--- config.mk ---
export PLATFORM = sky130hd
export DESIGN_NAME = ro_pair_meter_flat
export DESIGN_NICKNAME = d
export VERILOG_FILES = /design/src/rtl/ro_pair_meter_if.sv /design/src/rtl/ro_pair_meter.sv /design/src/flat_wrapper.sv
export SDC_FILE = /design/constraint.sdc
export NUM_CORES = 1
export LEC_CHECK = 0
export ABC_CLOCK_PERIOD_IN_PS = 11000
export CAP_MARGIN = 20
export CORE_ASPECT_RATIO = 0.6
export CORE_MARGIN = 2
export CORE_UTILIZATION = 50
export DETAILED_ROUTE_END_ITERATION = 10
export PLACE_DENSITY = 0.76
export SYNTH_ARGS = -nofsm -noshare
export SYNTH_HDL_FRONTEND = slang
export SYNTH_SLANG_ARGS = --single-unit
--- constraint.sdc ---
create_clock -name clk -period 11 [get_ports clk]
set_input_delay 2.2 -clock clk [delete_from_list [all_inputs] [get_ports clk]]
set_output_delay 2.2 -clock clk [all_outputs]
set_load 0.005 [all_outputs]
--- src/rtl/ro_pair_meter_if.sv ---
// Measurement request/result bundle between the RO pair meter and its controller.
// The controller drives requests and the RO lines; the meter returns enables and results.
interface ro_pair_meter_if #(
  parameter int N_CH  = 32,
  parameter int CNT_W = 16,
  parameter int WIN_W = 16
);
  localparam int SEL_W = (N_CH > 1) ? $clog2(N_CH) : 1;

  logic             start;
  logic [SEL_W-1:0] sel_a;
  logic [SEL_W-1:0] sel_b;
  logic [WIN_W-1:0] win_len;
  logic [N_CH-1:0]  ro_in;
  logic [N_CH-1:0]  ro_en;
  logic             busy;
  logic             done;
  logic [CNT_W-1:0] cnt_a;
  logic [CNT_W-1:0] cnt_b;
  logic             a_gt_b;
  logic             overflow;

  modport master (
    output start, sel_a, sel_b, win_len, ro_in,
    input  ro_en, busy, done, cnt_a, cnt_b, a_gt_b, overflow
  );

  modport slave (
    input  start, sel_a, sel_b, win_len, ro_in,
    output ro_en, busy, done, cnt_a, cnt_b, a_gt_b, overflow
  );
endinterface

--- src/rtl/ro_pair_meter.sv ---
// Two-channel ring-oscillator edge meter: enables a selected pair of ROs, counts their
// synchronised rising edges over a clk-cycle window and compares the saturating counts.
module ro_pair_meter #(
  parameter int N_CH        = 32,
  parameter int CNT_W       = 16,
  parameter int WIN_W       = 16,
  parameter int SYNC_STAGES = 2
) (
  input  logic           clk,
  input  logic           rst_n,
  ro_pair_meter_if.slave bus
);
  localparam int SEL_W = (N_CH > 1) ? $clog2(N_CH) : 1;
  localparam int PAD_W = 1 << SEL_W;
  localparam int ARM_W = $clog2(SYNC_STAGES + 2);

  typedef enum logic [1:0] {IDLE, ARM, COUNT, DONE} state_t;

  state_t           state;
  logic [N_CH-1:0]  sync_q [SYNC_STAGES];
  logic [N_CH-1:0]  dly_q;
  logic [N_CH-1:0]  rise;
  logic [PAD_W-1:0] rise_pad;
  logic [SEL_W-1:0] sel_a_q;
  logic [SEL_W-1:0] sel_b_q;
  logic [ARM_W-1:0] arm_left;
  logic [WIN_W-1:0] win_left;
  logic [CNT_W-1:0] cnt_a_q;
  logic [CNT_W-1:0] cnt_b_q;
  logic [N_CH-1:0]  ro_en_q;
  logic             done_q;
  logic             ovf_q;
  logic             hit_a;
  logic             hit_b;

  // Selects beyond N_CH land in the zero padding, so they enable nothing and never count.
  function automatic logic [N_CH-1:0] chan_mask(input logic [SEL_W-1:0] a,
                                                input logic [SEL_W-1:0] b);
    logic [PAD_W-1:0] m;
    m    = '0;
    m[a] = 1'b1;
    m[b] = 1'b1;
    return m[N_CH-1:0];
  endfunction

  // NOTE: the synchroniser array is reset too, so stale RO history cannot fake an edge.
  always_ff @(posedge clk) begin
    if (!rst_n) begin
      for (int i = 0; i < SYNC_STAGES; i++) sync_q[i] <= '0;
      dly_q <= '0;
    end else begin
      sync_q[0] <= bus.ro_in;
      for (int i = 1; i < SYNC_STAGES; i++) sync_q[i] <= sync_q[i-1];
      dly_q <= sync_q[SYNC_STAGES-1];
    end
  end

  assign rise = sync_q[SYNC_STAGES-1] & ~dly_q;

  always_comb begin
    rise_pad           = '0;
    rise_pad[N_CH-1:0] = rise;
  end

  assign hit_a = rise_pad[sel_a_q];
  assign hit_b = rise_pad[sel_b_q];

  // NOTE: all state uses non-blocking assignment so every register samples pre-edge values.
  always_ff @(posedge clk) begin
    if (!rst_n) begin
      state    <= IDLE;
      sel_a_q  <= '0;
      sel_b_q  <= '0;
      arm_left <= '0;
      win_left <= '0;
      cnt_a_q  <= '0;
      cnt_b_q  <= '0;
      ro_en_q  <= '0;
      done_q   <= 1'b0;
      ovf_q    <= 1'b0;
    end else begin
      done_q <= 1'b0;
      case (state)
        IDLE: begin
          if (bus.start && (bus.win_len != '0)) begin
            sel_a_q  <= bus.sel_a;
            sel_b_q  <= bus.sel_b;
            win_left <= bus.win_len - 1'b1;
            arm_left <= ARM_W'(SYNC_STAGES);
            cnt_a_q  <= '0;
            cnt_b_q  <= '0;
            ovf_q    <= 1'b0;
            ro_en_q  <= chan_mask(bus.sel_a, bus.sel_b);
            state    <= ARM;
          end
        end
        ARM: begin
          if (arm_left == '0) state <= COUNT;
          else                arm_left <= arm_left - 1'b1;
        end
        COUNT: begin
          // Overflow flags an edge that arrived while the counter was already pinned.
          if (hit_a) begin
            if (cnt_a_q == '1) ovf_q <= 1'b1;
            else               cnt_a_q <= cnt_a_q + 1'b1;
          end
          if (hit_b) begin
            if (cnt_b_q == '1) ovf_q <= 1'b1;
            else               cnt_b_q <= cnt_b_q + 1'b1;
          end
          if (win_left == '0) begin
            state   <= DONE;
            ro_en_q <= '0;
            done_q  <= 1'b1;
          end else begin
            win_left <= win_left - 1'b1;
          end
        end
        DONE:    state <= IDLE;
        default: state <= IDLE;
      endcase
    end
  end

  assign bus.ro_en    = ro_en_q;
  assign bus.busy     = (state != IDLE);
  assign bus.done     = done_q;
  assign bus.cnt_a    = cnt_a_q;
  assign bus.cnt_b    = cnt_b_q;
  assign bus.a_gt_b   = (cnt_a_q > cnt_b_q);
  assign bus.overflow = ovf_q;
endmodule

--- src/flat_wrapper.sv ---
// flat-port wrapper written by rule: the top's interface ports become plain ports
module ro_pair_meter_flat 
#(
  parameter int N_CH        = 32,
  parameter int CNT_W       = 16,
  parameter int WIN_W       = 16,
  parameter int SYNC_STAGES = 2
)
  (clk, rst_n, bus_start, bus_sel_a, bus_sel_b, bus_win_len, bus_ro_in, bus_ro_en, bus_busy, bus_done, bus_cnt_a, bus_cnt_b, bus_a_gt_b, bus_overflow);
  ro_pair_meter_if #(.N_CH(N_CH), .CNT_W(CNT_W), .WIN_W(WIN_W)) bus_i ();
  input  logic clk;
  input  logic rst_n;
  input wire logic [$bits(bus_i.start)-1:0] bus_start;
  input wire logic [$bits(bus_i.sel_a)-1:0] bus_sel_a;
  input wire logic [$bits(bus_i.sel_b)-1:0] bus_sel_b;
  input wire logic [$bits(bus_i.win_len)-1:0] bus_win_len;
  input wire logic [$bits(bus_i.ro_in)-1:0] bus_ro_in;
  output wire logic [$bits(bus_i.ro_en)-1:0] bus_ro_en;
  output wire logic [$bits(bus_i.busy)-1:0] bus_busy;
  output wire logic [$bits(bus_i.done)-1:0] bus_done;
  output wire logic [$bits(bus_i.cnt_a)-1:0] bus_cnt_a;
  output wire logic [$bits(bus_i.cnt_b)-1:0] bus_cnt_b;
  output wire logic [$bits(bus_i.a_gt_b)-1:0] bus_a_gt_b;
  output wire logic [$bits(bus_i.overflow)-1:0] bus_overflow;
  assign bus_i.start = bus_start;
  assign bus_i.sel_a = bus_sel_a;
  assign bus_i.sel_b = bus_sel_b;
  assign bus_i.win_len = bus_win_len;
  assign bus_i.ro_in = bus_ro_in;
  assign bus_ro_en = bus_i.ro_en;
  assign bus_busy = bus_i.busy;
  assign bus_done = bus_i.done;
  assign bus_cnt_a = bus_i.cnt_a;
  assign bus_cnt_b = bus_i.cnt_b;
  assign bus_a_gt_b = bus_i.a_gt_b;
  assign bus_overflow = bus_i.overflow;
  ro_pair_meter #(.N_CH(N_CH), .CNT_W(CNT_W), .WIN_W(WIN_W), .SYNC_STAGES(SYNC_STAGES)) u_core (.clk(clk), .rst_n(rst_n), .bus(bus_i));
endmodule
* After elaboration in Yosys (flattened, before gate mapping)
Memory sizes are Yosys's and may differ from the RTL's.
Index checks and enable logic that the tools add are counted.
** Storage, ports and cells
- Register bits after elaboration :: 128
- RAM bits :: 64
- Word-level logic and storage cells :: 101
- Memories kept :: 1
** Memories
- u_core.sync_q :: depth 2, width 32, rd ports 2, clocked after memory_dff 0, write ports 2, RTL line ro_pair_meter.sv:20 : logic [N_CH-1:0] sync_q [SYNC_STAGES];
** Operators by class
- Mux-type cells :: 39
- Bitwise logic cells :: 5
- Add/sub/neg operators :: 5
- Equal/unequal tests :: 14
- $lt $le $gt $ge :: 7
- Reduce and logical (&&, ||, !) cells :: 19
** Operators with widths (number)
- $mux W32 :: 4
- $mux W16 :: 7
- $pmux W16 S2 :: 3
- $pmux W32 S2 :: 1
- $add A16 B1 Y16 const B :: 2
- $and A32 B32 Y32 :: 1
- $eq A16 B16 Y1 const B :: 2
- $not A32 Y32 :: 1
- $or A32 B32 Y32 :: 1
- $sub A16 B1 Y16 const B :: 2
- $lt A5 B6 Y1 const B :: 4
- $gt A16 B16 Y1 :: 1
- $logic_not A16 Y1 :: 1
- $reduce_bool A16 Y1 :: 1
- $mux W1 :: 12
- $reduce_and A3 Y1 :: 4
- $bmux W1 S5 :: 2
- $demux W1 S5 :: 2
- $ge A5 B1 Y1 const B :: 2
- $mux W2 :: 5
- $ne A2 B1 Y1 const B :: 5
- $ne A2 B2 Y1 const B :: 4
- $pmux W2 S4 :: 1
- $reduce_and A4 Y1 :: 2
- other kinds (10) :: 19

* Depth between registers and ports, before layout
Gate-level depths: netlist (run 1).
- Depth after elaboration :: 8
- Gate-level depth with buffers :: 14

* Least setup slack after synthesis (run 1)
No wires, ideal clock.
- Path type :: input port to flip-flop
- From :: input port bus_win_len[2]
- To :: register u_core.cnt_b_q[12] (netlist: u_core.bus.cnt_b[12])
- Buffers on the path :: 1
- Cell stages on the path :: 8
- Data required time :: 10885 ps
- Setup slack :: 6967 ps
- Arrival :: 3918 ps
- Setup time :: 115 ps
- Cell sequence :: or3_1 > nand3b_1 > o31ai_2 > or2_1 > buf_2 > a2111oi_4 > and3_1 > o21a_1
** On the way
- Word-level cells in the longest chain between the ends :: 4
** RTL lines
- start, declared :: RTL line flat_wrapper.sv:16 : input wire logic [$bits(bus_i.win_len)-1:0] bus_win_len;
- $reduce_bool A16 Y1 :: RTL line ro_pair_meter.sv:85 : if (bus.start && (bus.win_len != '0)) begin
- $logic_and A1 B1 Y1 :: RTL line ro_pair_meter.sv:85
- $ne A2 B1 Y1 (no source line)
- $reduce_and A4 Y1 (no source line)
- end signal, assigned :: RTL line ro_pair_meter.sv:109 : else cnt_b_q <= cnt_b_q + 1'b1;
- end, declared :: RTL line ro_pair_meter.sv:29 : logic [CNT_W-1:0] cnt_b_q;
No other way between the ends.
A chain may end at the register's enable or synchronous reset.

* Final worst setup path (run 1)
- From :: register u_core.cnt_b_q[1] (netlist: u_core.bus.cnt_b[1])
- To :: output port bus_a_gt_b
** On the way
- Word-level cells in the longest chain between the ends :: 1
** RTL lines
- $gt A16 B16 Y1 :: RTL line ro_pair_meter.sv:130 : assign bus.a_gt_b = (cnt_a_q > cnt_b_q);
- end, declared :: RTL line flat_wrapper.sv:23 : output wire logic [$bits(bus_i.a_gt_b)-1:0] bus_a_gt_b;
No other way between the ends.

==> qor.csv, run 1 <==
metric,value,unit
outcome,finished clean,
root buffer cell,clkbuf_16,
largest family of logic cells by synthesized area,simple AND/OR/NAND/NOR gates,
CP Max Fanout,4,
Filler cells,1472,
CP Buf/Inv Count,2,
setup_tns,0,ns
first-pass GRT wire length,36100,um
Synth Area in Simple Gates,25.2,%
CP peak stage delay,0.47,ns
unrepaired setup endpoints after global routing,no,
Via density,5.78,
post-synthesis compound-gate area fraction,16.9,%
Chip Height,108,um
clock sinks,192,
Cell Pwr Density,175,nW/um^2
CTS tree,done,
most used flip-flop cell after synthesis,dfxtp_1,
Avg Inst Size Synth,9.11,um^2
die area,19100,um^2
fmax,202,MHz
Pre-antenna DRT Iters,5,
Synth Area in Adders,3.35,%
drt drc,0,
DR vias,7682,
CP startpoint kind,flop,
mux cell area share after synthesis,6.36,%
"Slowest-stage cell, CP",clkdlybuf4s50_1,
share of cells above drive strength 1,7.40,%
worst vdd ir,143,uV
post-synthesis xor/xnor area fraction,0.976,%
post-CTS setup buffer count,0,
met2 Use GR,34.0,%
IO Pins,129,
Static Leak,3.95,nW
sequential share of the synthesized area,42.8,%
Core Region,17400,um^2
"Slew Viols, Final",0,
final core utilization,63.2,%
nets@finish,1166,
Final Wtd Congestion,0.859,
Final WS setup,6.04,ns
"Clk Latency, worst-skew pair",0.44,ns
Setup Skew,0.0122,ns
global routing met1 resource utilization,36.3,%
post-cts sizing count,0,
critical-path cell list,inv_1 > ha_1 > nor2b_1 > o21a_1 > o21a_1 > o211ai_1 > a21oi_1 > o21ai_0 > a31oi_1 > clkdlybuf4s50_1,
Final Setup Violations,0,
Initial Util,51.7,%
DP Worst Slack,5.98,ns
CP Capture Type,output pin,
initial DRC count,729,
largest net degree at the start of global routing,114,
Relative slew margins,41.4,%
row cnt,37,
Yosys Warn Count,0,
Final Hold Fails,0,
clk slew on worst S/H paths,0.07,ns
async set or reset register ratio after synthesis,0,%
fin crit period,4.96,ns
Top Usage Layer GRT,met1,
Unique masters post-synth,76,
CP startpoint,u_core.bus.cnt_b[1],
reg2reg end,u_core.win_left[12],
post-synthesis cell count,985,
R2R depth,11,
GRT overflow,0,
reg2reg start,u_core.state[0],
max cap viols,0,
Worst Max-Slew Pin Slew,0.879,ns
Num CTS Buffers,17,
Setup CP Type,flop to output pin,
wire length per cell,16.8,um
Post-DP HPWL,15500,um
initial antenna violation count,0,
Synth Cell Area,8970,um^2
Antenna diodes,0,
"Top cell by count, worst path",o21a_1,
final worst-path cycle share,45.1,%
R2R Setup Slk,7.61,ns
GRT Util Overall,23.7,%
chip width,177,um
Hold Buf Count CTS,0,
GRT met3 Usage,4.91,%
H-tree Lvls,4,
Hold WC Path Type,flop to flop,
crit path to,bus_a_gt_b,
WL final,22300,um
area added between synthesis and finish,22.2,%
WHS,0.435,ns
vias in the first global route,6906,
Crit path depth,10,
# port buffers,128,
Worst EP arrival,2.76,ns
Post-DRT Antenna Nets,0,
clock buffer depth,2,
"EDFF count, synth",0,
"CP delay by family, top",compound AO/OA/AOI/OAI gates,
Required @ worst endpoint,8.80,ns
"FF+latch count, synth",192,
Syn Nets,1070,
==> layout by cell type (no fill, tap or decap), types with 5 or more instances in the layout <==
cell type	n
nor3b_1	5
dfxtp_1	192
o22ai_1	30
a22oi_1	24
nor2_1	75
a211oi_1	6
o21a_1	6
clkdlybuf4s50_1	127
or3_1	14
a21oi_1	52
buf_4	8
nand4_1	15
mux4_2	10
o21ai_0	29
inv_6	7
inv_1	35
o21ai_1	5
a31oi_1	7
ha_1	23
nand2_1	51
and2_1	99
a32oi_1	5
nor3_1	18
o31ai_1	6
a21o_1	6
xnor2_1	7
o211ai_1	6
nand3_1	18
nand2b_1	17
nor2b_1	20
nor4_1	12
clkbuf_16	17
nand3b_1	18
mux2i_1	27
or4_1	6
a31o_1	7
==> registers in the layout (all words and copies together) (netlist names) <==
| name | flops |
|---|---|
| u_core.bus.cnt_b | 16 |
| u_core.dly_q | 32 |
| u_core.win_left | 16 |
| u_core.bus.ro_en | 32 |
| u_core.sel_b_q | 5 |
| u_core.bus.cnt_a | 16 |
| u_core.state | 2 |
| u_core.bus.done | 1 |
| u_core.arm_left | 2 |
| u_core.bus.overflow | 1 |
| u_core.sync_q | 64 |
| u_core.sel_a_q | 5 |
==> area by class of cell <==
class	instances	area (um^2)	share of cell area (%)
Tap cell	234	293	2.67
Multi-Input combinational cell	696	4750	43.3
Clock inverter	14	163	1.48
Inverter	38	143	1.30
Timing Repair Buffer	136	1340	12.2
Clock buffer	18	439	4.01
Sequential cell	192	3840	35.1
==> metrics by stage <==
step                power, mW  area (um^2)  instances
finish                   1.92        11000       1328
global route             2.02        11000       1328
CTS                      1.93        11000       1328
detailed placement       1.30        10400       1296
global placement         1.28        10400       1296
floorplan                1.16         8970        985
==> power breakdown <==
part	leakage, nW	switching [mW]	internal [mW]
registers	1.57	0.0536	0.744
clock network	0.301	0.286	0.349
logic	2.08	0.299	0.193
total	3.95	0.638	1.29
==> logic make-up after synthesis <==
family | after synthesis
AOI/OAI and AO/OA | 221
xor gates and xnor gates | 10
adders and majority gates | 24
buffers and inverters | 97
DFF | 192
muxes | 41
and+or+nand+nor | 400
==> synth_stat cells, types with 20 or more instances <==
master | instances | area, um^2
mux2i_1 | 27 | 270
nor2_1 | 76 | 285
dfxtp_1 | 192 | 3840
inv_1 | 35 | 131
o22ai_1 | 30 | 188
a22oi_1 | 24 | 180
clkbuf_1 | 42 | 158
and2_1 | 99 | 619
a21oi_1 | 52 | 260
nand2_1 | 51 | 191
ha_1 | 24 | 300
o21ai_0 | 29 | 145
nor2b_1 | 20 | 125
==> layer usage <==
layer	part of all wire (%)	up-vias	wire, um
met4	0.69	0	154
met1	50	3634	11200
li1	-	3741	-
met5	0	-	0
met2	41	293	9230
met3	7.9	14	1760
==> how the worst min path moves through the flow <==
stage,from,endpoint,slack [ns],cells past startpoint
2_1_floorplan,u_core.sync_q[0][0],u_core.sync_q[0][32],0.41,1
6_report,u_core.sync_q[0][17],u_core.sync_q[0][49],0.44,1
3_3_place_gp,u_core.sync_q[0][30],u_core.sync_q[0][62],0.42,1
5_1_grt,u_core.sync_q[0][1],u_core.sync_q[0][33],0.45,1
4_1_cts,u_core.sync_q[0][7],u_core.sync_q[0][39],0.44,1
3_5_place_dp,u_core.sync_q[0][27],u_core.sync_q[0][59],0.42,1
Power figures use the tool's default switching activity.
==> run 2: changes to the inputs <==
--- a/config.mk
+++ b/config.mk
@@ -5,13 +5,13 @@
 export SDC_FILE = /design/constraint.sdc
 export NUM_CORES = 1
 export LEC_CHECK = 0
-export ABC_CLOCK_PERIOD_IN_PS = 11000
+export ABC_CLOCK_PERIOD_IN_PS = 4400
 export CAP_MARGIN = 20
 export CORE_ASPECT_RATIO = 0.6
 export CORE_MARGIN = 2
-export CORE_UTILIZATION = 50
+export CORE_UTILIZATION = 49
 export DETAILED_ROUTE_END_ITERATION = 10
-export PLACE_DENSITY = 0.76
+export PLACE_DENSITY = 0.78
 export SYNTH_ARGS = -nofsm -noshare
 export SYNTH_HDL_FRONTEND = slang
 export SYNTH_SLANG_ARGS = --single-unit
==> constraint.sdc (replaced) <==
create_clock -name clk -period 4.4 [get_ports clk]
set_input_delay 0.88 -clock clk [delete_from_list [all_inputs] [get_ports clk]]
set_output_delay 0.88 -clock clk [all_outputs]
set_load 0.005 [all_outputs]
==> qor.csv, run 2 (synthesized netlist as in run 1, its figures left out) <==
metric,value,unit,change
outcome,finished clean,,
Hold Buf Count CTS,0,,unchanged
Chip Height,109,um,+0.98%
worst vdd ir,301,uV,+110%
Hold WC Path Type,flop to flop,,
"Clk Latency, worst-skew pair",0.44,ns,about the same
hold depth,1,,unchanged
Antenna diodes,0,,unchanged
nets@finish,1166,,unchanged
CP Capture Type,output pin,,
# port buffers,128,,unchanged
"Slowest-stage cell, CP",clkdlybuf4s50_1,,
first-pass GRT wire length,36400,um,+1.0%
share of cells above drive strength 1,7.40,%,unchanged
area added between synthesis and finish,22.8,%,
post-cts sizing count,0,,unchanged
CP startpoint,u_core.bus.cnt_b[1],,
CP Buf/Inv Count,2,,unchanged
Worst EP arrival,2.76,ns,about the same
clk slew on worst S/H paths,0.08,ns,about the same
Pre-antenna DRT Iters,7,,+2
Num CTS Buffers,17,,unchanged
Relative slew margins,27.3,%,-14 points
Post-DRT Antenna Nets,0,,unchanged
Filler cells,1551,,+5.4%
"commonest non-fill, non-tap cell in the layout",dfxtp_1,,
initial antenna violation count,0,,unchanged
DR vias,7673,,-0.12%
"Top cell by count, worst path",o21a_1,,
R2R depth,10,,-1
CTS tree,done,,
post-layout power,4.88,mW,+150%
Final Wtd Congestion,0.926,,+7.8%
max reg flops,64,,unchanged
row cnt,38,,+2.7%
CP startpoint kind,flop,,
clock sinks,192,,unchanged
vias in the first global route,7080,,+2.5%
CP Max Fanout,4,,unchanged
unrepaired setup endpoints after global routing,no,,
"CP delay by family, top",compound AO/OA/AOI/OAI gates,,
Final Setup Violations,0,,unchanged
area of the multi-input gates,4750,um^2,unchanged
register area,3840,um^2,unchanged
wire length per cell,16.9,um,+0.48%
reg2reg start,u_core.state[0],,
Via density,5.75,,-0.57%
Static Leak,3.95,nW,+0.23%
Setup CP Type,flop to output pin,,
critical-path cell list,inv_1 > ha_1 > nor2b_1 > o21a_1 > o21a_1 > o211ai_1 > a21oi_1 > o21ai_0 > a31oi_1 > clkdlybuf4s50_1,,
initial DRC count,698,,-4.3%
Required @ worst endpoint,3.52,ns,-5.28 ns
die area,19400,um^2,+2.0%
Post-DP HPWL,15600,um,+0.42%
fmax,275,MHz,
clock buffer depth,2,,unchanged
Final WS setup,0.763,ns,-5.28 ns
Reg with most FFs,u_core.sync_q,,
fin crit period,3.64,ns,
"Slew Viols, Final",0,,unchanged
root buffer cell,clkbuf_16,,
"commonest non-fill, non-tap cells in the layout","dfxtp_1 (192), clkdlybuf4s50_1 (127), and2_1 (99)",,
final worst-path cycle share,82.7,%,
chip width,179,um,+0.99%
Crit path depth,10,,unchanged
GRT overflow,0,,unchanged
largest net degree at the start of global routing,106,,-7.0%
Worst Max-Slew Pin Slew,1.09,ns,+0.209 ns
drt drc,0,,unchanged
min-delay src,u_core.sync_q[0][6],,
setup_tns,0,ns,unchanged
DP Worst Slack,0.898,ns,-5.08 ns
Final Hold Fails,0,,unchanged
H-tree Lvls,4,,unchanged
IO Pins,129,,unchanged
Setup Skew,0.0189,ns,+0.00674 ns
post-CTS setup buffer count,0,,unchanged
WL final,22500,um,+0.94%
GRT Util Overall,23.7,%,-0.047 points
Cell Pwr Density,443,nW/um^2,+150%
max cap viols,0,,unchanged
Core Region,18000,um^2,+3.8%
CP peak stage delay,0.48,ns,about the same
Initial Util,49.8,%,-1.9 points
==> run 2: cell types whose count changed in the layout (fill, tap and decap cells not counted), sizes merged <==
cell	previous run	this run
clkinv	3	8
inv	47	44
clkbuf	18	17
bufinv	2	1
==> run 2: final timing paths <==
check / endpoint / slack, ns
max: bus_a_gt_b / 0.76
min: u_core.sync_q[0][38] / 0.43
max reg2reg: u_core.win_left[12] / 1.04
min reg2reg: u_core.sync_q[0][38] / 0.43
==> run 2: where the power goes <==
| part | switching (mW) | internal [mW] |
|---|---|---|
| logic | 0.753 | 0.505 |
| registers | 0.137 | 1.86 |
| clock network | 0.790 | 0.834 |
| total | 1.68 | 3.20 |
==> run 2: per-stage QoR <==
step | utilization, % | hold slack, ns | std cells | cell area [um^2]
3_5_place_dp | 57.5 | 0.419 | 1301 | 10400
6_report | 61.1 | 0.432 | 1334 | 11000
4_1_cts | 61.0 | 0.436 | 1333 | 11000
5_1_grt | 61.1 | 0.443 | 1334 | 11000
3_3_place_gp | 57.5 | 0.418 | 1301 | 10400
2_1_floorplan | - | 0.412 | 985 | 8970
==> run 2: final cells by class <==
cell class	count	area share, %
repair buffers	136	12.2
clock inverters	15	1.92
well taps	240	2.73
multi-input cells	696	43.1
inverters	38	1.30
clock buffers	17	3.86
flip-flops and latches	192	34.9
==> run 2: metal layers <==
layer	routed length (um)	part of all wire, %	track usage, %
met1	11100	49	35.9
met2	9130	41	33.3
met3	2060	9.2	6.07
met4	184	0.82	5.28
met5	0	0	0
